## config.mk

```make
export PLATFORM = sky130hd
export DESIGN_NAME = button_input_flat
export DESIGN_NICKNAME = d
export VERILOG_FILES = /design/src/rtl/button_input_if.sv /design/src/rtl/button_input.sv /design/src/flat_wrapper.sv
export SDC_FILE = /design/constraint.sdc
export NUM_CORES = 1
export LEC_CHECK = 0
export CORE_AREA = 2 2 108 110
export DETAILED_ROUTE_END_ITERATION = 10
export DIE_AREA = 0 0 110 112
export PLACE_DENSITY = 0.85
export SLEW_MARGIN = 25
export SYNTH_ARGS = -nofsm -noshare
export SYNTH_HDL_FRONTEND = slang
export SYNTH_SLANG_ARGS = --single-unit
```

## constraint.sdc

```tcl
create_clock -name CLK -period 1.8 [get_ports CLK]
set_clock_uncertainty 0.1 [all_clocks]
set_input_delay 0.45 -clock CLK [delete_from_list [all_inputs] [get_ports CLK]]
set_output_delay 0.45 -clock CLK [all_outputs]
set_load 0.01 [all_outputs]
```

## src/rtl/button_input_if.sv

```systemverilog
// Event bundle from button conditioning to the game logic.
// The master side (button_input) drives it; the slave side (game) consumes it.
interface button_input_if;
    logic       press_valid;
    logic [1:0] press_color;
    logic       release_pulse;
    logic       start_pulse;
    logic [2:0] note;
    logic       multi_err;

    modport master (
        output press_valid, press_color, release_pulse,
        output start_pulse, note, multi_err
    );

    modport slave (
        input press_valid, press_color, release_pulse,
        input start_pulse, note, multi_err
    );
endinterface

```

## src/rtl/button_input.sv

```systemverilog
// Push-button conditioning: synchronize, debounce, edge-detect and arbitrate
// the four color buttons into single press/release events plus a start pulse.
module button_input #(
    parameter int unsigned DEBOUNCE_CYCLES = 1000000,
    parameter int unsigned CNT_W           = 20
) (
    input  logic             CLK,
    input  logic             CPU_RESETN,
    input  logic             BTNU,
    input  logic             BTNR,
    input  logic             BTND,
    input  logic             BTNL,
    input  logic             BTNC,
    button_input_if.master   evt
);

    localparam int unsigned NB = 5;
    localparam int unsigned NC = 4;
    localparam logic [CNT_W-1:0] CNT_MAX = CNT_W'(DEBOUNCE_CYCLES - 1);

    typedef enum logic [1:0] {
        ST_IDLE    = 2'd0,
        ST_HELD    = 2'd1,
        ST_LOCKOUT = 2'd2
    } state_t;

    // Bit order: U, R, D, L (color codes 0..3), then C at index 4.
    logic [NB-1:0]    raw_w;
    logic [NB-1:0]    sync1_q;
    logic [NB-1:0]    sync2_q;
    logic [NB-1:0]    stable_q;
    logic [NB-1:0]    stable_d_q;
    logic [CNT_W-1:0] cnt_q [NB];

    logic [NB-1:0]    rise_w;
    logic [NC-1:0]    color_stable_w;
    logic [NC-1:0]    color_rise_w;
    logic [NC-1:0]    held_mask_w;
    logic [NC-1:0]    other_w;
    logic             multi_w;
    logic             single_press_w;

    state_t           state_q;
    logic             press_valid_q;
    logic [1:0]       press_color_q;
    logic             release_pulse_q;
    logic             start_pulse_q;
    logic [2:0]       note_q;
    logic             multi_err_q;

    function automatic logic [1:0] enc_color(input logic [NC-1:0] oh);
        logic [1:0] c;
        c = 2'd0;
        for (int i = 0; i < int'(NC); i++) begin
            if (oh[i]) c = 2'(i);
        end
        return c;
    endfunction

    assign raw_w = {BTNC, BTNL, BTND, BTNR, BTNU};

    // Synchronizer and per-button debounce; counter clears at threshold so it never wraps.
    always_ff @(posedge CLK or negedge CPU_RESETN) begin
        if (!CPU_RESETN) begin
            sync1_q    <= '0;
            sync2_q    <= '0;
            stable_q   <= '0;
            stable_d_q <= '0;
            for (int i = 0; i < int'(NB); i++) cnt_q[i] <= '0;
        end else begin
            sync1_q    <= raw_w;
            sync2_q    <= sync1_q;
            stable_d_q <= stable_q;
            for (int i = 0; i < int'(NB); i++) begin
                if (sync2_q[i] == stable_q[i]) begin
                    cnt_q[i] <= '0;
                end else if (cnt_q[i] == CNT_MAX) begin
                    stable_q[i] <= sync2_q[i];
                    cnt_q[i]    <= '0;
                end else begin
                    cnt_q[i] <= cnt_q[i] + CNT_W'(1);
                end
            end
        end
    end

    assign rise_w         = stable_q & ~stable_d_q;
    assign color_stable_w = stable_q[NC-1:0];
    assign color_rise_w   = rise_w[NC-1:0];
    assign held_mask_w    = NC'(4'b0001 << press_color_q);
    assign other_w        = color_stable_w & ~held_mask_w;
    assign multi_w        = (color_stable_w & (color_stable_w - NC'(1))) != '0;
    assign single_press_w = (color_rise_w != '0) && (color_rise_w == color_stable_w);

    // Color arbitration FSM with registered pulses and note.
    always_ff @(posedge CLK or negedge CPU_RESETN) begin
        if (!CPU_RESETN) begin
            state_q         <= ST_IDLE;
            press_valid_q   <= 1'b0;
            press_color_q   <= 2'd0;
            release_pulse_q <= 1'b0;
            start_pulse_q   <= 1'b0;
            note_q          <= 3'd0;
            multi_err_q     <= 1'b0;
        end else begin
            press_valid_q   <= 1'b0;
            release_pulse_q <= 1'b0;
            multi_err_q     <= 1'b0;
            start_pulse_q   <= rise_w[NB-1];
            case (state_q)
                ST_IDLE: begin
                    if (multi_w) begin
                        state_q     <= ST_LOCKOUT;
                        multi_err_q <= 1'b1;
                    end else if (single_press_w) begin
                        state_q       <= ST_HELD;
                        press_valid_q <= 1'b1;
                        press_color_q <= enc_color(color_rise_w);
                        note_q        <= 3'(enc_color(color_rise_w)) + 3'd1;
                    end
                end
                ST_HELD: begin
                    // A second color wins over a simultaneous release of the held one.
                    if (other_w != '0) begin
                        state_q     <= ST_LOCKOUT;
                        multi_err_q <= 1'b1;
                        note_q      <= 3'd0;
                    end else if (!color_stable_w[press_color_q]) begin
                        state_q         <= ST_IDLE;
                        release_pulse_q <= 1'b1;
                        note_q          <= 3'd0;
                    end
                end
                ST_LOCKOUT: begin
                    if (color_stable_w == '0) state_q <= ST_IDLE;
                end
                default: begin
                    state_q <= ST_IDLE;
                    note_q  <= 3'd0;
                end
            endcase
        end
    end

    assign evt.press_valid   = press_valid_q;
    assign evt.press_color   = press_color_q;
    assign evt.release_pulse = release_pulse_q;
    assign evt.start_pulse   = start_pulse_q;
    assign evt.note          = note_q;
    assign evt.multi_err     = multi_err_q;

endmodule

```

## src/flat_wrapper.sv

```systemverilog
// flat-port wrapper written by rule: the top's interface ports become plain ports
module button_input_flat 
#(
    parameter int unsigned DEBOUNCE_CYCLES = 1000000,
    parameter int unsigned CNT_W           = 20
)
  (CLK, CPU_RESETN, BTNU, BTNR, BTND, BTNL, BTNC, evt_press_valid, evt_press_color, evt_release_pulse, evt_start_pulse, evt_note, evt_multi_err);
  button_input_if evt_i ();
  input  logic CLK;
  input  logic CPU_RESETN;
  input  logic BTNU;
  input  logic BTNR;
  input  logic BTND;
  input  logic BTNL;
  input  logic BTNC;
  output wire logic [$bits(evt_i.press_valid)-1:0] evt_press_valid;
  output wire logic [$bits(evt_i.press_color)-1:0] evt_press_color;
  output wire logic [$bits(evt_i.release_pulse)-1:0] evt_release_pulse;
  output wire logic [$bits(evt_i.start_pulse)-1:0] evt_start_pulse;
  output wire logic [$bits(evt_i.note)-1:0] evt_note;
  output wire logic [$bits(evt_i.multi_err)-1:0] evt_multi_err;
  assign evt_press_valid = evt_i.press_valid;
  assign evt_press_color = evt_i.press_color;
  assign evt_release_pulse = evt_i.release_pulse;
  assign evt_start_pulse = evt_i.start_pulse;
  assign evt_note = evt_i.note;
  assign evt_multi_err = evt_i.multi_err;
  button_input #(.DEBOUNCE_CYCLES(DEBOUNCE_CYCLES), .CNT_W(CNT_W)) u_core (.CLK(CLK), .CPU_RESETN(CPU_RESETN), .BTNU(BTNU), .BTNR(BTNR), .BTND(BTND), .BTNL(BTNL), .BTNC(BTNC), .evt(evt_i));
endmodule
```

# Yosys cells after proc, flatten, opt, wreduce, memory -nomap -nowiden
# Index checks and enable logic that the tools add are counted.
totals:
  regBits: 131
  latch_bits: 0
  ram_bits: 0
  mem_bits_ro: 0
  inputBits: 7
  out_inout_bits: 9
  word_cells: 111
  n_memories: 0
classes:
  add_sub_neg: 7
  mul: 0
  div: 0
  n_lt_le_gt_ge: 1
  eq_ne: 18
  n_shift: 1
  muxes: 38
  bitwise: 12
  n_reduce_logical: 14
ops:
  columns: ["op", "count"]
  rows:
  - ["$mux 20", 10]
  - ["$add 20x1->20 const B", 5]
  - ["$eq 20x20->1 const B", 5]
  - ["$mux 2", 10]
  - ["$mux 3", 4]
  - ["$reduce_bool 4->1", 3]
  - ["$mux 1", 10]
  - ["$reduce_and 2->1", 5]
  - ["$pmux 3 s3", 1]
  - ["$and 4x4->4", 2]
  - ["$not 1->1", 7]
  - ["$pmux 2 s3", 1]
  - ["$reduce_and 3->1", 2]
  - ["$and 5x5->5", 1]
  - ["$eq 1x1->1", 5]
  - ["$not 5->5", 1]
  - ["$eq 4x4->1", 1]
  - ["$logic_not 4->1", 1]
  - ["$ne 2x1->1 const B", 2]
  - ["$not 4->4", 1]
  - ["$reduce_and 4->1", 1]
  - ["$shl 1x2->4 const A", 1]
  - ["$sub 4x1->4 const B", 1]
  - ["$add 2x1->3 const B", 1]
  - ["10 further kinds", 10]

# Logic depth before layout (Yosys ltp)
# Gate-level depths: netlist of run 1.
logic_depth:
  depth_word: 12
  mapped_depth: 8
  ltp_nobuf: 6

# Worst setup path after synthesis of run 1
# No wires, ideal clock.
synth_path:
  path_type: "reg-to-reg"
  start: "register u_core.stable_q[2]"
  end: "register u_core.note_q[1] (netlist: u_core.evt.note[1])"
  setup_time_ns: 0.125
  arrival_ns: 1.648
  required_time_ns: 1.575
  path_slack_ns: -0.073
  stages_incl_launch_ff: 7
  n_path_buf: 1
  synth_period_minus_slack_ns: 1.873
  cell_sequence: "dfrtp_1 > buf_6 > a211oi_2 > nor2_2 > nor4_4 > o22a_2 > mux2_4"
synth_via:
  elab_chain_len: 10
  word_cells_on_any_way: 25
  classes_between: "add/sub (2); eq/ne (4); mux (11); bitwise (3); reduce/logical (5)"
synth_rtl:
  columns: ["item", "line", "text"]
  rows:
  - ["start, declared", "button_input.sv:31", "logic [NB-1:0] stable_q;"]
  - ["start signal, assigned by index", "button_input.sv:78", "stable_q[i] <= sync2_q[i];"]
  - ["$and 5x5->5", "button_input.sv:87", "assign rise_w = stable_q & ~stable_d_q;"]
  - ["$mux 2 (2 in a row)", "button_input.sv:55", "if (oh[i]) c = 2'(i);"]
  - ["$mux 2", "button_input.sv:115", "end else if (single_press_w) begin"]
  - ["$mux 2", "button_input.sv:112", "if (multi_w) begin"]
  - ["$mux 2", "button_input.sv:110", "case (state_q)"]
  - ["$add 2x1->3", "button_input.sv:119", "note_q <= 3'(enc_color(color_rise_w)) + 3'd1;"]
  - ["$mux 3", "button_input.sv:115", null]
  - ["$mux 3", "button_input.sv:112", null]
  - ["$pmux 3 s3", "button_input.sv:110", null]
  - ["end signal, assigned", "button_input.sv:119", null]
  - ["end, declared", "button_input.sv:48", "logic [2:0] note_q;"]
# Several ways; a longest one is shown, not always the timed one. The select of a mux whose other input is x is not followed.
# A chain may end at the register's enable or synchronous reset.

# Final worst setup path of run 1
layout_path:
  start: "register u_core.stable_q[0]"
  end: "register u_core.note_q[1] (netlist: u_core.evt.note[1])"
layout_via:
  elab_chain_len: 5
  word_cells_on_any_way: 17
  classes_between: "add/sub (1); eq/ne (4); mux (4); bitwise (3); reduce/logical (5)"
layout_rtl:
  columns: ["item", "line", "text"]
  rows:
  - ["$sub 4x1->4 / $and 5x5->5 (equally long branches)", "button_input.sv:92, button_input.sv:87", null]
  - ["$and 4x4->4 (tied with other cells)", "button_input.sv:92", "assign multi_w = (color_stable_w & (color_stable_w - NC'(1))) != '0;"]
  - ["$reduce_bool 4->1 / $logic_and 1x1->1 (equally long branches)", "button_input.sv:92, button_input.sv:93", null]
  - ["$ne 2x2->1 (no line) / $ne 2x1->1 (equally long branches)", null, null]
  - ["$reduce_and 4->1 (no line)", null, null]
# Several ways; a longest one is shown, not always the timed one. The select of a mux whose other input is x is not followed.

==> impl_results.md, run 1 <==
* Final Instance Area at 7980 um2
* Worst Max-Slew Pin Slew at 0.390 ns
* Post-Route Utilization at 71.4%
* Clock latency reported for the late side of the worst-skew pair at 0.41 ns
* Last weighted congestion value of the routability-driven placer at 0.885
* Wire length of the first global-routing pass at 21,700 um
* Maximum clock path buffer count at 2
* Filler cells at 642
* Multi-input logic area at 2980 um2
* Power density relative to cell area at 920 nW/um2
* Register-to-register setup slack at -0.17 ns
* Top cell type by total area after synthesis: sky130_fd_sc_hd__dfrtp_1
* Share of async-settable or async-resettable flops after synthesis at 100%
* Post-route DRC at 0
* Status: complete, but fails checks
* Fin crit period at 1.97 ns
* Static Leakage at 3.57 nW
* Mapped Nets at 593
* Count of state elements after synthesis at 131
* Number of maximum-capacitance violations at 0
* Via-per-instance ratio at 5.78
* Height of the die at 112 um
* Initial antenna violation count at 0
* Count of buffers inserted at the top-level ports at 15
* Drt first-iter violations at 247
* Min-delay worst type: reg2reg
* Worst Slack Setup Final at -0.171 ns
* CTS tree: built
* CP Max Fanout at 8
* Share of cells above drive strength 1 at 24.5%
* Overflow left after global routing at 0
* I/O pin count at 16
* Floorplan core area at 11,200 um2
* Count of nets left with antenna violations after detail routing at 0
* Total number of H-tree levels at 4
* Row count at 39
* Worst r2r path cells at 5
* Yosys cell types at 49
* Final hold violations at 0
* Setup total negative slack at -0.557 ns
* Vias post-DR at 4,741
* Number of buffers created by CTS at 17
* Area share of the leading cell type in the synthesized netlist at 53.5%
* Number of search-and-repair iterations in the first detailed-routing pass at 5
* Data arrival time of the critical path at 2.17 ns
* Final cycle utilization of the critical path at 109%
* Non-filler cells in the finished layout at 820
* Gate count of the mapped netlist at 581
* Cell area after technology mapping at 6120 um2
* DRT Wirelength at 14,600 um
* Highest attainable clock frequency at 507 MHz
* Power Total at 7.34 mW
* Post-placement setup slack at -0.116 ns
* Via count of the first global-routing pass at 4,702
* Commonest register cell after synthesis: sky130_fd_sc_hd__dfrtp_1
* Number of diodes added for antenna fixing at 0
* Number of flops mapped to enable cells by yosys at 0
* Critical path class: reg2reg
* Area of the die at 12,300 um2
* Capture instance of the worst register-to-register path: u_core.evt.note[1]$_DFFE_PN0P_
* Width of the chip at 110 um
* Launching element of the worst setup path: u_core.stable_q[0]$_DFFE_PN0P_
* Largest net degree at the start of global routing at 55
* Initial cell density of the core at 54.8%
* End point of the critical path: u_core.evt.note[1]$_DFFE_PN0P_
* Final Hold Slack at 0.258 ns
* Mean post-synth cell area at 10.5 um2
* Slew Viols, Final at 0
* Kind of start point of the critical path: register
* Final setup viols at 11
* Dpl cell area at 6770 um2
* IR drop worst, VDD at 0.000845 V
* Count of clock tree sinks at 131
* Failing checks: setup timing
* Total global-route track usage at 22.6%
* Slew margin rel. at 73.7%
* Startpoint of the worst-slack reg-to-reg timing path: u_core.stable_q[0]$_DFFE_PN0P_
* Root buf cell: sky130_fd_sc_hd__clkbuf_16
* Instance count after placement with tap cells included at 768
* Register area at 3290 um2
* Register area share after synthesis at 53.5%
* Routed wire per std cell at 17.8 um
* Nature of the critical path endpoint: register
* Setup repair after global routing missed its margin: true
* Warnings from Yosys at 0
* Area added between synthesis and finish at 30.2%
* Reg clk slew, reported paths at 0.06 ns
* Largest cells by area after synthesis: sky130_fd_sc_hd__dfrtp_1 (54%), sky130_fd_sc_hd__xor2_1 (8.6%), sky130_fd_sc_hd__nor2_1 (7.2%), sky130_fd_sc_hd__xnor2_1 (4.9%), sky130_fd_sc_hd__nand3_1 (2.9%)
* Required time reported for the critical path endpoint at 2.00 ns
* Final-stage net count at 676
* HPWL after detailed placement at 7950 um
-- logic make-up after synthesis --
| kind of cell | count (synthesis) | synth area share, % |
|---|---|---|
| flops | 131 | 53.5 |
| xor+xnor | 94 | 13.4 |
| buf+inv | 27 | 2.51 |
| simple gates | 294 | 24.7 |
| fa+ha+maj | 5 | 1.02 |
| compound gates | 19 | 2.45 |
| mux | 11 | 2.29 |
-- layout by cell type, fill, tap and decap left out, drive strengths merged, types with 3 or more instances in the layout --
cell | synthesis | layout
or2 | 6 | 6
inv | 13 | 14
mux2 | 8 | 8
bufinv | 0 | 7
nor4 | 10 | 10
ha | 5 | 5
xnor2 | 34 | 34
nand3 | 36 | 36
nor3 | 15 | 15
nor4b | 4 | 4
nand2 | 36 | 36
nor2b | 4 | 4
clkinv | 0 | 4
nand2b | 3 | 3
nor2 | 119 | 119
clkbuf | 0 | 22
and4 | 11 | 11
o21ai | 6 | 6
and3 | 18 | 18
nand4 | 23 | 23
clkdlybuf4s50 | 0 | 5
dfrtp | 131 | 131
buf | 14 | 60
a21oi | 5 | 5
dlygate4sd2 | 0 | 9
xor2 | 60 | 60
-- final cells by class --
cell class | count | area share [%]
sequential | 131 | 41.2
inverter | 13 | 0.612
timing repair buffer | 78 | 9.77
tap | 143 | 2.24
clock buffer | 19 | 5.55
clock inverter | 13 | 3.18
multi-input combinational | 423 | 37.4
-- power by group --
group	leakage [nW]	switching (mW)	total (mW)	internal [mW]
registers	1.78	0.0357	3.02	2.99
logic	1.45	0.158	0.267	0.109
clock network	0.338	1.27	4.05	2.78
total	3.57	1.47	7.34	5.87
-- critical path, stage by stage (launching register included) --
cell                      delay, ns
sky130_fd_sc_hd__dfrtp_2       0.52
sky130_fd_sc_hd__nor4b_4       0.37
sky130_fd_sc_hd__mux2i_1       0.16
sky130_fd_sc_hd__o31a_1        0.17
sky130_fd_sc_hd__o22a_2        0.24
sky130_fd_sc_hd__mux2_4        0.29
-- what timing repair did --
item,CTS,global route
setup buffers,3,12
setup endpoints to repair,72,96
gates resized for setup,20,61
endpoints found under the hold margin,7,0
pin swaps,4,28
gates cloned,0,4
hold buffers,1,0
-- cells in the mapped netlist, types with 2 or more instances --
cell / instances
sky130_fd_sc_hd__xnor2_1: 34
sky130_fd_sc_hd__nor4b_1: 4
sky130_fd_sc_hd__ha_1: 5
sky130_fd_sc_hd__buf_6: 4
sky130_fd_sc_hd__mux2i_1: 2
sky130_fd_sc_hd__nor4_1: 7
sky130_fd_sc_hd__nand4_1: 23
sky130_fd_sc_hd__nor3_1: 11
sky130_fd_sc_hd__nor4_4: 2
sky130_fd_sc_hd__xor2_1: 60
sky130_fd_sc_hd__nand2b_1: 3
sky130_fd_sc_hd__nand2_1: 36
sky130_fd_sc_hd__or2_1: 4
sky130_fd_sc_hd__inv_1: 13
sky130_fd_sc_hd__nand4b_1: 2
sky130_fd_sc_hd__mux2_1: 2
sky130_fd_sc_hd__nor2b_1: 3
sky130_fd_sc_hd__buf_2: 6
sky130_fd_sc_hd__nand3_1: 35
sky130_fd_sc_hd__and4_1: 11
sky130_fd_sc_hd__a21oi_1: 5
sky130_fd_sc_hd__and3_1: 18
sky130_fd_sc_hd__dfrtp_1: 131
sky130_fd_sc_hd__o21ai_0: 5
sky130_fd_sc_hd__nor3_2: 4
sky130_fd_sc_hd__mux2_2: 5
sky130_fd_sc_hd__nor4bb_1: 2
sky130_fd_sc_hd__buf_4: 4
sky130_fd_sc_hd__a22oi_1: 2
sky130_fd_sc_hd__a211oi_2: 2
sky130_fd_sc_hd__nor2_1: 118
-- state kept, by name, indices dropped and copies added (netlist names) --
signal / count
u_core.evt.press_color: 2
u_core.evt.note: 3
u_core.stable_d_q: 5
u_core.stable_q: 5
u_core.evt.press_valid: 1
u_core.sync2_q: 5
u_core.evt.multi_err: 1
u_core.cnt_q: 100
u_core.sync1_q: 5
u_core.state_q: 2
u_core.evt.release_pulse: 1
u_core.evt.start_pulse: 1
-- routing by layer --
| layer | GRT usage (%) | vias to the layer above | wire length, um |
|---|---|---|---|
| met5 | 0 | - | 0 |
| met4 | 12.0 | 0 | 602 |
| met3 | 4.45 | 55 | 694 |
| met2 | 37.0 | 175 | 7710 |
| met1 | 28.0 | 2368 | 5610 |
| li1 | - | 2143 | - |
-- worst min path at each step --
stage / from / endpoint / slack (ns) / depth (start not counted)
finish: u_core.sync1_q[1]$_DFF_PN0_ / u_core.sync2_q[1]$_DFF_PN0_ / 0.26 / 0
global route: u_core.sync1_q[3]$_DFF_PN0_ / u_core.sync2_q[3]$_DFF_PN0_ / 0.26 / 0
CTS: u_core.sync1_q[1]$_DFF_PN0_ / u_core.sync2_q[1]$_DFF_PN0_ / 0.25 / 0
detailed placement: CPU_RESETN / u_core.cnt_q[69]$_DFF_PN0_ / 0.20 / 1
global placement: CPU_RESETN / u_core.cnt_q[67]$_DFF_PN0_ / 0.20 / 1
floorplan: CPU_RESETN / u_core.cnt_q[0]$_DFF_PN0_ / 0.05 / 0
Note: power is estimated with default switching activity, not from simulation.
==> run 2, diff against run 1 <==
PLACE_DENSITY = 0.74   (was 0.85)
==> run 2 against run 1 <==
Net effect:
- the flow still finishes with violations (setup timing)
- non-clock buffer count shrank 6
- sequential share of layout area grew 2.2 points
- first-iteration DRC count grew 0.40%
- fmax grew 4.3%
- combinational power shrank 18%
- clock-buffer cell count grew 7
- largest cell class unchanged
- clock power shrank 23%
- final cell count shrank 0.85%
- critical path type unchanged
- flip-flop and latch count is the same
- core utilization shrank 3.7 points
- critical path depth is the same
==> impl_results.md, run 2 (same netlist as run 1, synthesis figures left out) <==
* Status: complete, but fails checks
* Failing checks: setup timing
* Critical path class: reg2reg
* Final cycle utilization of the critical path at 105%
* Width of the chip at 110 um
* Commonest non-fill, non-tap cells in the layout: sky130_fd_sc_hd__dfrtp_1 (127), sky130_fd_sc_hd__nor2_1 (117), sky130_fd_sc_hd__xor2_1 (60)
* Final setup viols at 5
* Via count of the first global-routing pass at 4,551
* Kind of start point of the critical path: register
* Launching element of the worst setup path: u_core.stable_q[3]$_DFFE_PN0P_
* Worst Slack Setup Final at -0.0892 ns
* Area of the die at 12,300 um2
* Final-stage net count at 670
* Reg clk slew, reported paths at 0.05 ns
* Count of buffers inserted at the top-level ports at 15
* Worst r2r path cells at 5
* Wire length of the first global-routing pass at 20,800 um
* Routed wire per std cell at 14.8 um
* Count of nets left with antenna violations after detail routing at 0
* Area added between synthesis and finish at 23.5%
* Overflow left after global routing at 0
* Total global-route track usage at 21.4%
* Slew Viols, Final at 0
* Share of cells above drive strength 1 at 20.9%
* Nature of the critical path endpoint: register
* Fin crit period at 1.89 ns
* Clock latency reported for the late side of the worst-skew pair at 0.41 ns
* Required time reported for the critical path endpoint at 1.99 ns
* Highest attainable clock frequency at 529 MHz
* Number of diodes added for antenna fixing at 0
* CP Max Fanout at 5
* Startpoint of the worst-slack reg-to-reg timing path: u_core.stable_q[3]$_DFFE_PN0P_
* Slew margin rel. at 72.6%
* Final Hold Slack at 0.270 ns
* Maximum clock path buffer count at 2
* Drt first-iter violations at 248
* Data arrival time of the critical path at 2.08 ns
* Number of search-and-repair iterations in the first detailed-routing pass at 5
* Floorplan core area at 11,200 um2
* Via-per-instance ratio at 5.45
* Initial cell density of the core at 54.8%
* I/O pin count at 16
* Largest register FFs at 100
* DRT Wirelength at 12,000 um
* Most common library cell in the layout ignoring fill and taps: sky130_fd_sc_hd__dfrtp_1
* Row count at 39
* HPWL after detailed placement at 7560 um
* Worst min-delay path startpoint: u_core.sync1_q[3]$_DFF_PN0_
* Post-placement setup slack at -0.0716 ns
* Post-route DRC at 0
* Number of maximum-capacitance violations at 0
* Root buf cell: sky130_fd_sc_hd__clkbuf_16
* Min-delay worst type: reg2reg
* Last weighted congestion value of the routability-driven placer at 0.810
* Worst Max-Slew Pin Slew at 0.412 ns
* Register area at 3280 um2
* CTS tree: built
* Largest net degree at the start of global routing at 78
* Register with the most flip-flops: u_core.cnt_q
* Power density relative to cell area at 838 nW/um2
* Filler cells at 827
* Number of buffers created by CTS at 17
* Total number of H-tree levels at 4
* IR drop worst, VDD at 0.000836 V
* Final hold violations at 0
* Vias post-DR at 4,433
* Multi-input logic area at 2860 um2
* Setup repair after global routing missed its margin: true
* Initial antenna violation count at 0
* Worst Hold Path Cells at 0
* Count of clock tree sinks at 131
* Static Leakage at 3.47 nW
* Height of the die at 112 um
==> run 2: cell types whose count changed in the layout (fill, tap and decap cells not counted), sizes merged <==
| cell | change |
|---|---|
| clkbuf | +4 |
| clkinvlp | -1 |
| inv | -1 |
| buf | -3 |
| clkinv | +1 |
| bufinv | -7 |
==> run 2: worst paths after layout <==
kind	to	slack, ns
min in group asynchronous	u_core.cnt_q[96]$_DFF_PN0_	0.32
worst min-delay path	u_core.sync2_q[3]$_DFF_PN0_	0.27
worst max-delay path	u_core.evt.note[1]$_DFFE_PN0P_	-0.09
worst min register to register	u_core.sync2_q[3]$_DFF_PN0_	0.27
worst max register to register	u_core.evt.note[1]$_DFFE_PN0P_	-0.09
max in group asynchronous	u_core.stable_q[3]$_DFFE_PN0P_	0.63
==> run 2: routing by layer <==
| metal | track usage, % | wire (um) | up-vias | part of all wire (%) |
|---|---|---|---|---|
| met3 | 6.15 | 464 | 22 | 3.9 |
| met5 | 0 | 0 | - | 0 |
| met4 | 7.68 | 220 | 0 | 1.8 |
| met1 | 27.3 | 5300 | 2192 | 44 |
| met2 | 34.6 | 6060 | 94 | 50 |
| li1 | - | - | 2125 | - |
==> run 2: report_power, final <==
| group | leakage [nW] | internal [mW] | switching (mW) | total [mW] |
|---|---|---|---|---|
| clock network | 0.270 | 1.92 | 1.18 | 3.10 |
| logic | 1.42 | 0.0868 | 0.133 | 0.219 |
| registers | 1.79 | 2.99 | 0.0313 | 3.02 |
| total | 3.47 | 5.00 | 1.34 | 6.34 |
==> run 2: through the flow <==
stage	utilization [%]	instances	total power [mW]	TNS, ns	instance area, um2
after floorplan	-	581	3.15	-0.0237	6140
after global placement	60.4	766	3.28	-0.0438	6750
after detailed placement	60.4	766	3.29	-0.126	6750
after CTS	65.9	806	6.38	-0.0836	7360
after global routing	67.7	813	6.56	-0.745	7560
final	67.7	813	6.34	-0.271	7560
==> run 2: area by class of cell <==
class                   count  area share, %
flip-flops and latches    131           43.4
multi-input cells         423           37.9
repair buffers             72           8.64
clock buffers              26           6.74
well taps                 143           2.37
inverters                  13          0.645
clock inverters             5          0.331
==> run 2: repair_timing <==
action	in CTS	in global routing
endpoints found under the hold margin	8	0
setup endpoints to repair	14	112
hold buffers	1	0
gates resized for setup	16	38
buffers inserted	8	7
pin swaps	3	13
==> run 2: worst max-delay path: stages (launching register included) <==
cell and delay (ns):
sky130_fd_sc_hd__dfrtp_2 0.44, sky130_fd_sc_hd__buf_6 0.14, sky130_fd_sc_hd__mux4_2 0.47, sky130_fd_sc_hd__nand3b_1 0.15, sky130_fd_sc_hd__o22a_2 0.19, sky130_fd_sc_hd__mux2_4 0.29
==> run 3, diff against run 2 <==
CORE_AREA = 2 2 103 115   (was 2 2 108 110)
DIE_AREA = 0 0 105 117   (was 0 0 110 112)
SLEW_MARGIN = 20   (was 25)
==> run 3 against run 2 <==
Net effect:
- the flow still finishes with violations (setup timing)
- power rose by 17%
- clock power up 34%
- first-iteration DRC count fell by 7.7%
- fmax shrank 0.45%
- design area increased by 2.9%
- global-route usage shrank 0.40 points
- via count down 0.43%
- worst hold slack got worse by 0.016 ns
- final cell count rose by 0.98%
- core utilization up 1.9 points
- setup slack got worse by 0.0086 ns
- die area decreased by 0.28%
- largest cell class unchanged
==> impl_results.md, run 3 (same netlist as run 1, synthesis figures left out) <==
* Status: complete, but fails checks
* Failing checks: setup timing
* Final setup viols at 7
* I/O pin count at 16
* Floorplan core area at 11,200 um2
* Min-delay worst type: reg2reg
* Data arrival time of the critical path at 2.10 ns
* Filler cells at 829
* Worst Max-Slew Pin Slew at 0.410 ns
* Count of nets left with antenna violations after detail routing at 0
* Last weighted congestion value of the routability-driven placer at 0.806
* Largest net degree at the start of global routing at 78
* CP Max Fanout at 6
* Final-stage net count at 670
* Setup repair after global routing missed its margin: true
* Kind of start point of the critical path: register
* Final hold violations at 0
* Slew margin rel. at 72.7%
* Final Instance Area at 7780 um2
* Root buf cell: sky130_fd_sc_hd__clkbuf_16
* Register with the most flip-flops: u_core.cnt_q
* CTS tree: built
* Cell with the largest stage delay on the worst path: sky130_fd_sc_hd__mux4_2
* Via count of the first global-routing pass at 4,594
* Via-per-instance ratio at 5.38
* Overflow left after global routing at 0
* Buf+Inv Stages, Crit Path at 1
* Slew Viols, Final at 0
* Drt first-iter violations at 229
* Count of buffers inserted at the top-level ports at 15
* Largest register FFs at 100
* Number of diodes added for antenna fixing at 0
* Row count at 41
* Worst Slack Setup Final at -0.0978 ns
* Total global-route track usage at 21.0%
* Fin crit period at 1.90 ns
* Post-route DRC at 0
* Multi-input logic area at 2860 um2
* Initial antenna violation count at 0
* Initial cell density of the core at 54.8%
* Dpl cell area at 6750 um2
* Width of the chip at 105 um
* Critical path class: reg2reg
* Count of clock tree sinks at 131
* Maximum clock path buffer count at 2
* Register area at 3280 um2
* Share of cells above drive strength 1 at 21.5%
* Non-filler cells in the finished layout at 821
* Power density relative to cell area at 952 nW/um2
* Highest cell delay on the worst timing path at 0.48 ns
* IR drop worst, VDD at 0.000671 V
* Number of maximum-capacitance violations at 0
* Reg clk slew, reported paths at 0.05 ns
* Area added between synthesis and finish at 27.0%
* Number of buffers created by CTS at 17
* Routed wire per std cell at 14.7 um
* Instance count after placement with tap cells included at 771
* Clock latency reported for the late side of the worst-skew pair at 0.42 ns
* Final Hold Slack at 0.254 ns
* Nature of the critical path endpoint: register
* Post-placement setup slack at -0.0791 ns
* Chain of cells forming the critical path: buf_6, mux4_2, nand3b_1, o22a_2, mux2_4
* Final cycle utilization of the critical path at 105%
* Most common library cell in the layout ignoring fill and taps: sky130_fd_sc_hd__dfrtp_1
* Vias post-DR at 4,414
* Highest attainable clock frequency at 527 MHz
* Total number of H-tree levels at 4
* Cell family with most CP delay: multiplexers
* Static Leakage at 3.56 nW
* Wire length of the first global-routing pass at 20,500 um
* Height of the die at 117 um
* HPWL after detailed placement at 7390 um
* Required time reported for the critical path endpoint at 2.01 ns
* Area of the die at 12,300 um2
* Number of search-and-repair iterations in the first detailed-routing pass at 4
* Commonest non-fill, non-tap cells in the layout: sky130_fd_sc_hd__dfrtp_1 (126), sky130_fd_sc_hd__nor2_1 (115), sky130_fd_sc_hd__xor2_1 (60)
* Setup total negative slack at -0.397 ns
* DRT Wirelength at 12,100 um
## run 3: changes by cell type in the layout (fill, tap and decap cells not counted), sizes merged
cell    previous run  this run
bufinv             0         7
clkbuf            26        23
clkinv             5         2
## run 3: final timing paths
path | startpoint | end | slack (ns) | depth (start not counted)
max in group asynchronous | CPU_RESETN | u_core.stable_q[1]$_DFFE_PN0P_ | 0.74 | 3
max | u_core.stable_q[1]$_DFFE_PN0P_ | u_core.evt.note[1]$_DFFE_PN0P_ | -0.1 | 5
min | u_core.sync1_q[1]$_DFF_PN0_ | u_core.sync2_q[1]$_DFF_PN0_ | 0.25 | 0
max reg2reg | u_core.stable_q[1]$_DFFE_PN0P_ | u_core.evt.note[1]$_DFFE_PN0P_ | -0.1 | 5
min reg2reg | u_core.sync1_q[1]$_DFF_PN0_ | u_core.sync2_q[1]$_DFF_PN0_ | 0.25 | 0
min in group asynchronous | CPU_RESETN | u_core.cnt_q[82]$_DFF_PN0_ | 0.47 | 3
## run 3: final cells by class
| cell class | count | share of cell area [%] |
|---|---|---|
| Tap cell | 150 | 2.41 |
| Clock buffer | 23 | 6.40 |
| Clock inverter | 9 | 2.83 |
| Inverter | 13 | 0.627 |
| Multi-Input combinational cell | 423 | 36.8 |
| Timing Repair Buffer | 72 | 8.72 |
| Sequential cell | 131 | 42.2 |
## run 3: per-stage QoR
step	util, %	total power, mW
floorplan	-	3.15
global route	69.6	7.62
CTS	67.7	7.46
finish	69.6	7.40
detailed placement	60.4	3.28
global placement	60.4	3.27
## run 3: per-layer routing
layer,GRT usage [%],routed length [um],up-vias
met2,36.6,6410,67
met1,24.1,5080,2197
met3,4.98,309,27
met5,0,0,-
met4,11.7,303,0
li1,-,-,2123
## run 3: timing repair
action                                 in CTS  in global routing
hold buffers                                1                  0
endpoints found under the hold margin     122                  0
pin swaps                                   5                 10
setup buffers                               8                  9
resized for setup                          22                 33
setup endpoints to repair                  72                110
## run 3: where the power goes
group          switching, mW  leakage [nW]  internal [mW]
Clock                   1.24         0.353           2.92
Combinational          0.136          1.42         0.0912
Sequential            0.0345          1.79           2.99
## run 3: worst register-to-register path: cells and delay by family (launching register included)
kind | cells | cell delay [ns]
flip-flops | 1 | 0.46
multiplexers | 2 | 0.77
buffers and inverters | 1 | 0.15
AND/OR/NAND/NOR | 1 | 0.13
AO/OA/AOI/OAI | 1 | 0.18
